`src/rtl/mem_pkg.sv`:
```
// Shared memory package: default geometry and read-controller FSM encoding.
package mem_pkg;

    localparam int DEF_DATA_WIDTH = 8;
    localparam int DEF_DATA_DEPTH = 32;

    typedef enum logic [1:0] {
        ST_IDLE  = 2'd0,
        ST_RUN   = 2'd1,
        ST_DRAIN = 2'd2
    } rd_state_e;

endpackage

```
`src/rtl/mem_rd_skid_buf.sv`:
```
// Two-entry valid/ready buffer; the caller's credit logic guarantees a push
// never lands on a full buffer unless a pop frees a slot in the same cycle.
module mem_rd_skid_buf #(
    parameter int W = 9
) (
    input  logic         clk_i,
    input  logic         rst_i,
    input  logic         push_i,
    input  logic [W-1:0] push_data_i,
    output logic         valid_o,
    input  logic         ready_i,
    output logic [W-1:0] data_o,
    output logic [1:0]   occ_o
);

    logic [1:0][W-1:0] ent_q;
    logic              rd_ptr_q;
    logic              wr_ptr_q;
    logic [1:0]        cnt_q;
    logic              pop;

    assign valid_o = (cnt_q != 2'd0);
    assign pop     = valid_o & ready_i;
    assign data_o  = ent_q[rd_ptr_q];
    assign occ_o   = cnt_q;

    // Storage, pointers and occupancy; entries are cleared so data reads 0 after reset.
    always_ff @(posedge clk_i or posedge rst_i) begin
        if (rst_i) begin
            ent_q    <= '0;
            rd_ptr_q <= 1'b0;
            wr_ptr_q <= 1'b0;
            cnt_q    <= 2'd0;
        end else begin
            if (push_i) begin
                ent_q[wr_ptr_q] <= push_data_i;
                wr_ptr_q        <= ~wr_ptr_q;
            end
            if (pop)
                rd_ptr_q <= ~rd_ptr_q;
            cnt_q <= cnt_q + {1'b0, push_i} - {1'b0, pop};
        end
    end

endmodule

```
`src/rtl/mem_burst_reader.sv`:
```
// Burst read controller: issues addresses to a registered-read memory under a
// 2-word credit and streams the returned words with a last flag.
module mem_burst_reader
    import mem_pkg::*;
#(
    parameter int DATA_WIDTH = DEF_DATA_WIDTH,
    parameter int DATA_DEPTH = DEF_DATA_DEPTH,
    parameter int ADDR_WIDTH = $clog2(DATA_DEPTH),
    parameter int LEN_WIDTH  = ADDR_WIDTH + 1
) (
    input  logic                  clk_i,
    input  logic                  rst_i,
    input  logic                  start_i,
    input  logic [ADDR_WIDTH-1:0] start_addr_i,
    input  logic [LEN_WIDTH-1:0]  len_i,
    output logic                  busy_o,
    output logic                  done_o,
    output logic [ADDR_WIDTH-1:0] mem_rd_addr_o,
    input  logic [DATA_WIDTH-1:0] mem_rd_data_i,
    output logic                  m_valid_o,
    input  logic                  m_ready_i,
    output logic [DATA_WIDTH-1:0] m_data_o,
    output logic                  m_last_o
);

    rd_state_e             state_q, state_d;
    logic [ADDR_WIDTH-1:0] addr_q;
    logic [LEN_WIDTH-1:0]  issue_rem_q;
    logic [LEN_WIDTH-1:0]  cap_cnt_q;
    logic [LEN_WIDTH-1:0]  len_q;
    logic                  inflight_q;
    logic                  done_q, done_d;
    logic [1:0]            occ;
    logic                  pop;
    logic [2:0]            load;
    logic                  issue;
    logic                  accept;
    logic                  cap_last;
    logic [DATA_WIDTH:0]   buf_data;

    assign accept = (state_q == ST_IDLE) && start_i && (len_i != '0);
    assign pop    = m_valid_o & m_ready_i;
    // pop implies occ >= 1, so the subtraction cannot underflow.
    assign load   = {1'b0, occ} + {2'b0, inflight_q} - {2'b0, pop};
    assign issue  = (state_q == ST_RUN) && (load < 3'd2);
    // Capture count is the number of words already written; this one is last
    // when it brings the count up to the burst length.
    assign cap_last = (cap_cnt_q + LEN_WIDTH'(1)) == len_q;

    assign busy_o        = (state_q != ST_IDLE);
    assign done_o        = done_q;
    assign mem_rd_addr_o = addr_q;
    assign m_data_o      = buf_data[DATA_WIDTH-1:0];
    assign m_last_o      = buf_data[DATA_WIDTH];

    mem_rd_skid_buf #(
        .W (DATA_WIDTH + 1)
    ) u_buf (
        .clk_i       (clk_i),
        .rst_i       (rst_i),
        .push_i      (inflight_q),
        .push_data_i ({cap_last, mem_rd_data_i}),
        .valid_o     (m_valid_o),
        .ready_i     (m_ready_i),
        .data_o      (buf_data),
        .occ_o       (occ)
    );

    // State and done pulse registers.
    always_ff @(posedge clk_i or posedge rst_i) begin
        if (rst_i) begin
            state_q <= ST_IDLE;
            done_q  <= 1'b0;
        end else begin
            state_q <= state_d;
            done_q  <= done_d;
        end
    end

    // Next-state: RUN until the last address goes out, DRAIN until the last word leaves.
    always_comb begin
        state_d = state_q;
        done_d  = 1'b0;
        case (state_q)
            ST_IDLE: begin
                if (start_i) begin
                    if (len_i != '0) state_d = ST_RUN;
                    else             done_d  = 1'b1;
                end
            end
            ST_RUN: begin
                if (issue && (issue_rem_q == LEN_WIDTH'(1)))
                    state_d = ST_DRAIN;
            end
            ST_DRAIN: begin
                if (pop && m_last_o) begin
                    state_d = ST_IDLE;
                    done_d  = 1'b1;
                end
            end
            default: state_d = ST_IDLE;
        endcase
    end

    // Address, issue/capture counters and the one-cycle inflight flag.
    always_ff @(posedge clk_i or posedge rst_i) begin
        if (rst_i) begin
            addr_q      <= '0;
            issue_rem_q <= '0;
            cap_cnt_q   <= '0;
            len_q       <= '0;
            inflight_q  <= 1'b0;
        end else begin
            inflight_q <= issue;
            if (accept) begin
                addr_q      <= start_addr_i;
                issue_rem_q <= len_i;
                cap_cnt_q   <= '0;
                len_q       <= len_i;
            end else begin
                if (issue) begin
                    addr_q      <= (addr_q == ADDR_WIDTH'(DATA_DEPTH - 1)) ? '0 : addr_q + ADDR_WIDTH'(1);
                    issue_rem_q <= issue_rem_q - LEN_WIDTH'(1);
                end
                if (inflight_q)
                    cap_cnt_q <= cap_cnt_q + LEN_WIDTH'(1);
            end
        end
    end

endmodule

```
`config.mk`:
```
export PLATFORM = sky130hd
export DESIGN_NAME = mem_burst_reader
export DESIGN_NICKNAME = d
export VERILOG_FILES = /design/src/rtl/mem_pkg.sv /design/src/rtl/mem_rd_skid_buf.sv /design/src/rtl/mem_burst_reader.sv
export SDC_FILE = /design/constraint.sdc
export NUM_CORES = 1
export LEC_CHECK = 0
export CORE_MARGIN = 2
export CORE_UTILIZATION = 53
export DETAILED_ROUTE_END_ITERATION = 8
export GPL_ROUTABILITY_DRIVEN = 0
export PLACE_DENSITY = 0.79
export SLEW_MARGIN = 10
export SYNTH_ARGS = -nofsm -noshare
export SYNTH_HDL_FRONTEND = slang
export SYNTH_SLANG_ARGS = --single-unit
```
`constraint.sdc`:
```
create_clock -name clk_i -period 9.3 [get_ports clk_i]
set_input_delay 0.93 -clock clk_i [delete_from_list [all_inputs] [get_ports clk_i]]
set_output_delay 0.93 -clock clk_i [all_outputs]
set_load 0.1 [all_outputs]
```
=== Word level (Yosys, flattened, before mapping) ===
Cells that the tools add are included.

* Shift operators: 0
* Div/mod/pow operators: 0
* Mux-type cells: 21
* Reductions and logical operators: 13
* Magnitude comparators: 4
* $add $sub $neg: 7
* Bitwise logic cells: 3
* Multiply operators: 0
* Eq/ne operators: 9

{| class="wikitable"
|+ Operators by type and width
! kind !! count
|-
| 2-to-1 mux 9 bit || 3
|-
| 2-to-1 mux 6 bit || 4
|-
| bitwise mux 18 bit || 1
|-
| 2-to-1 mux 5 bit || 3
|-
| demux 9 bit (select 1 bit) || 1
|-
| 2-to-1 mux 2 bit || 4
|-
| nonzero test 2 bit || 4
|-
| adder 6 x 1 -> 6 bit (second input constant) || 1
|-
| == test 6 x 1 -> 1 bit (second input constant) || 1
|-
| == test 6 bit || 1
|-
| logical AND 1 bit || 6
|-
| one-hot mux 2 bit (3 select lines) || 1
|-
| nonzero test 6 bit || 1
|-
| subtractor 6 x 1 -> 6 bit (second input constant) || 1
|-
| adder 5 x 1 -> 5 bit (second input constant) || 1
|-
| == test 5 bit (second input constant) || 1
|-
| less-than comparator 1 x 2 -> 1 bit (second input constant) || 2
|-
| != test 2 x 1 -> 1 bit (second input constant) || 2
|-
| != test 2 bit (second input constant) || 2
|-
| AND reduction 4 bit || 1
|-
| adder 2 x 1 -> 3 bit || 1
|-
| less-than comparator 3 x 2 -> 1 bit (second input constant) || 1
|-
| 2-to-1 mux 1 bit || 3
|-
| subtractor 3 x 1 -> 3 bit || 1
|-
| other kinds (9) || 10
|}

* Bits in read-only memories: 0
* Bits of input ports: 23
* Memories: 0
* Output and inout port bits: 17
* Register bits: 49
* RAM bits: 0
* Bits in latches: 0
* Word-level logic and storage cells: 69

=== Depth between registers and ports, before layout ===
* Depth in word-level cells: 8
* Gate-level depth with buffers: 11
* Depth with buffers taken out: 11

=== By module ===
Synthesis repeated with hierarchy kept, for this count alone.

* Cells, all modules: 224
* Area, all modules: 2521.2 µm²

{| class="wikitable"
|+ By module, submodules not included
! module !! area each (µm²) !! seq. area each (µm²) !! instances !! cells each
|-
| mem_burst_reader || 1516.5 || 675.6 || 1 || 160
|-
| mem_rd_skid_buf || 1004.7 || 550.5 || 1 || 64
|}

=== Least setup slack after synthesis ===
No wires, ideal clock.

* Kind: input -> register
* Start point: input port m_ready_i
* End point: register issue_rem_q[5]
* Buffers on the path: 0
* Library setup time: 0.126 ns
* Path slack: 5.946 ns
* Cell stages on the path: 11
* Arrival time: 3.228 ns
* Required time: 9.174 ns
* Cells stage by stage: o21ai_0 inv_1 ha_1 inv_1 ha_1 fa_1 nor3b_1 nand2_1 inv_1 mux2_2 a221o_1

* Word-level cells in the longest chain between the ends: 5

{| class="wikitable"
|+ Ends and longest elaborated chain
! item !! line !! RTL
|-
| from (decl) || mem_burst_reader.sv:21 || <nowiki>input logic m_ready_i,</nowiki>
|-
| AND 1 bit || mem_burst_reader.sv:42 || <nowiki>assign pop = m_valid_o & m_ready_i;</nowiki>
|-
| named net pop || mem_burst_reader.sv:34 || <nowiki>logic pop;</nowiki>
|-
| subtractor 3 x 1 -> 3 bit || mem_burst_reader.sv:44 || <nowiki>assign load = {1'b0, occ} + {2'b0, inflight_q} - {2'b0, pop};</nowiki>
|-
| named net load[1] || mem_burst_reader.sv:35 || <nowiki>logic [2:0] load;</nowiki>
|-
| less-than comparator 3 x 2 -> 1 bit || mem_burst_reader.sv:45 || <nowiki>assign issue = (state_q == ST_RUN) && (load < 3'd2);</nowiki>
|-
| logical AND 1 bit || mem_burst_reader.sv:45 ||
|-
| named net issue || mem_burst_reader.sv:36 || <nowiki>logic issue;</nowiki>
|-
| nonzero test 2 bit (no line) || -- ||
|-
| to (signal assigned) || mem_burst_reader.sv:117 || <nowiki>issue_rem_q <= len_i;</nowiki>
|-
| to (signal assigned) || mem_burst_reader.sv:123 || <nowiki>issue_rem_q <= issue_rem_q - LEN_WIDTH'(1);</nowiki>
|-
| to (decl) || mem_burst_reader.sv:28 || <nowiki>logic [LEN_WIDTH-1:0] issue_rem_q;</nowiki>
|}

The timed path passes the listed nets, and every way through them passes these cells.
A chain may end at the register's enable or synchronous reset.

=== Worst setup path in the final report ===
Ends and elaborated chain as after synthesis.

==> summary.md <==
| Metric | Value |
|---|---|
| Yosys top cell area share | about half |
| Vias in the first global route | 1688 |
| Bufs and invs on worst path | 4 |
| Nets | 289 |
| Total grt overflow | 0 |
| Footprint of the multi-input gates | roughly 1100 um^2 |
| Fill cell count | ~370 |
| Most frequent CP cell | inv_1 |
| Routed WL per cell | 15.1 um |
| N_diodes | 0 |
| Total track usage | 20.1% |
| Final setup viols | 0 |
| CTS max path bufs | 2 |
| # clock sinks | 49 |
| Drt first pass iters | 4 |
| Max Slew Vio Count | 0 |
| Worst-Skew Late Latency | 310 ps |
| Final hold vios | 0 |
| Die width | 71.9 um |
| CP top delay family | adder cells |
| Tcrit/Tclk final | between 40% and 50% |
| H-tree depth | 2 |
| CP Cell Sequence | clkdlybuf4s50_1, o21ai_0, inv_1, ha_1, inv_1, ha_1, fa_1, nor3b_1, nand2_1, inv_1, mux2_2, a221o_1 |
| Startpoint types | primary input |
| Seq cells post-synth | 49 |
| Unrepaired setup endpoints after global routing | no |
| Syn Area/Cell | 11.1 um^2 |
| WP data required | 9490 ps |
| Crit Path Category | in2reg |
| Crit path capture type | flip-flop |
| Die ar. | approximately 5200 um^2 |
| Dpl hpwl | 3330 um |
| I/O pin total | 40 |
| First-pass GRT wire length | 7980 um |
| Worst-margin pin slew | approximately 1000 ps |
| CP max stage delay | 450 ps |
| Total CTS buffers | 5 |
| Library cells used by synthesis | 37 |
| Post-route ant nets | 0 |
| Commonest cells after routing, fill and taps aside | dfrtp_1, clkdlybuf4s50_1, nand2_1 |
| HP Class | reg2reg |
| Cts hold-fix bufs | 0 |
| Remaining DRCs | 0 |
| TNS Setup | 0 ps |
| Layout cells sized above 1 | 14.7% |
| Resize count post-CTS | 0 |
| Status | finished, final reports clean |
| Via/cell ratio | around 5.7 |
| Worst EP arrival | 4060 ps |
| Most common cell after layout, fill and taps aside | dfrtp_1 |
| Vias | between 1500 and 2000 |
| Root buffer cell | clkbuf_8 |
| Starting Density | 55.4% |
| Max Freq | 259 MHz |
| Core area | 4410 um^2 |
| Initial antenna violation count | 0 |
| Sequential area share after synthesis | 50.1% |
| Reg clk slew, reported paths | approximately 90 ps |
| Ranking of synthesized cells by area | dfrtp_1, mux2_2, nand2_1 |
| Register Area | approximately 1200 um^2 |
| Netlist Area Pre-Place | 2450 um^2 |
| Die height | just over 70 um |
| Number of setup buffers added after CTS | 0 |
| CTS tree | built |
| Clock period minus worst slack | approximately 3900 ps |
| Area grow syn2layout | 21.1% |
| Cells after Synth | 221 |
| Synth warn | 0 |
| Area leader, netlist | dfrtp_1 |
| Slowest-stage cell, CP | fa_1 |
| Routed WL | 4670 um |
| Clk_skew | 7.31 ps |
| Max cap viols | 0 |
| IO Port Bufs | 39 |
| CP max FO | 14 |
| Slew HR | 30.6% |
| Syn_nets | 252 |
| Drt initial violations | 82 |
| Site Rows | 24 |
| Pin count of the biggest net entering global routing | 50 |
==> synth_stat cells <==
library cell  count
xor2_1           10
inv_1            11
or4_4             1
buf_6             1
or4b_2            1
a21oi_1           1
mux2_2           26
nor2b_1           2
xnor2_1           8
mux2i_1           2
buf_2             1
or4_1             1
fa_1              1
nand3b_1          2
o21bai_1          1
nor3b_1           4
dfrtp_1          49
nor2_1           14
o21ai_0           6
nand2b_1          2
o311ai_0          1
nand4_1           4
nand3_1           9
nand2_1          27
o211ai_1          1
clkbuf_1          7
o2111ai_1         1
and4_1            1
a22oi_1           1
o22ai_1           1
o311a_4           1
a221o_1           5
ha_1              7
a31oi_1           4
o311ai_2          1
nor3_1            4
and3_1            2
==> stage by stage <==
| stage | cell area [um^2] | hold slack (ps) | setup slack, ps | utilization (%) | std cells |
|---|---|---|---|---|---|
| 5_1_grt | 2960 | 522 | 5220 | 67.1 | 310 |
| 3_3_place_gp | 2860 | 466 | 5180 | 64.8 | 303 |
| 6_report | 2960 | 495 | 5430 | 67.1 | 310 |
| 3_5_place_dp | 2860 | 478 | 5100 | 64.8 | 303 |
| 2_1_floorplan | 2450 | 444 | 5950 | - | 221 |
| 4_1_cts | 2960 | 502 | 5440 | 67.1 | 310 |
==> path summary, 6_finish.rpt <==
path | from | cells after the start | slack (ps) | to
worst max-delay path | m_ready_i | 12 | 5430 | issue_rem_q[5]$_DFFE_PP0P_
min in group asynchronous | rst_i | 2 | 1180 | u_buf.ent_q[10]$_DFFE_PP0P_
worst min register to register | u_buf.ent_q[17]$_DFFE_PP0P_ | 2 | 490 | u_buf.ent_q[17]$_DFFE_PP0P_
worst min-delay path | u_buf.ent_q[17]$_DFFE_PP0P_ | 2 | 490 | u_buf.ent_q[17]$_DFFE_PP0P_
max in group asynchronous | rst_i | 2 | 7510 | issue_rem_q[5]$_DFFE_PP0P_
worst max register to register | u_buf.occ_o[1]$_DFF_PP0_ | 11 | 5870 | issue_rem_q[5]$_DFFE_PP0P_
==> logic make-up (layout without fill, tap and decap cells) <==
kind of cell / Yosys count / in the layout / share of synthesized area [%]
compound gates: 24 / 24 / 7.93
xor+xnor: 18 / 18 / 6.44
fa+ha+maj: 8 / 8 / 4.40
buf+inv: 20 / 57 / 3.43
flops: 49 / 49 / 50.1
mux: 28 / 28 / 12.8
simple gates: 74 / 74 / 14.9
==> flip-flops by register name, indices dropped and copies added, names as in the netlist <==
signal and count:
issue_rem_q 6, inflight_q 1, mem_rd_addr_o 5, state_q 2
u_buf.occ_o 2, u_buf.ent_q 18, u_buf.rd_ptr_q 1, len_q 6
cap_cnt_q 6, u_buf.wr_ptr_q 1, done_o 1
==> metal layers <==
layer | GRT usage [%] | part of all wire [%]
met5 | 0 | 0
met3 | 4.72 | 5.7
met1 | 27.7 | 45
met4 | 6.92 | 1.6
met2 | 31.7 | 47
==> final cells by class <==
cell class	count	area share, %
repair buffers	39	13.2
multi-input cells	152	38.3
clock buffers	5	2.32
clock inverters	2	1.18
flip-flops and latches	49	41.4
well taps	52	2.20
inverters	11	1.39
==> tightest hold or removal path, cell delays in order (launching register included) <==
cell and delay, ps:
dfrtp_1 350, nand2_1 50, o21ai_0 60
Power is not shown: default switching activity piles up to over one toggle a cycle in this logic, so the estimate is an artifact.
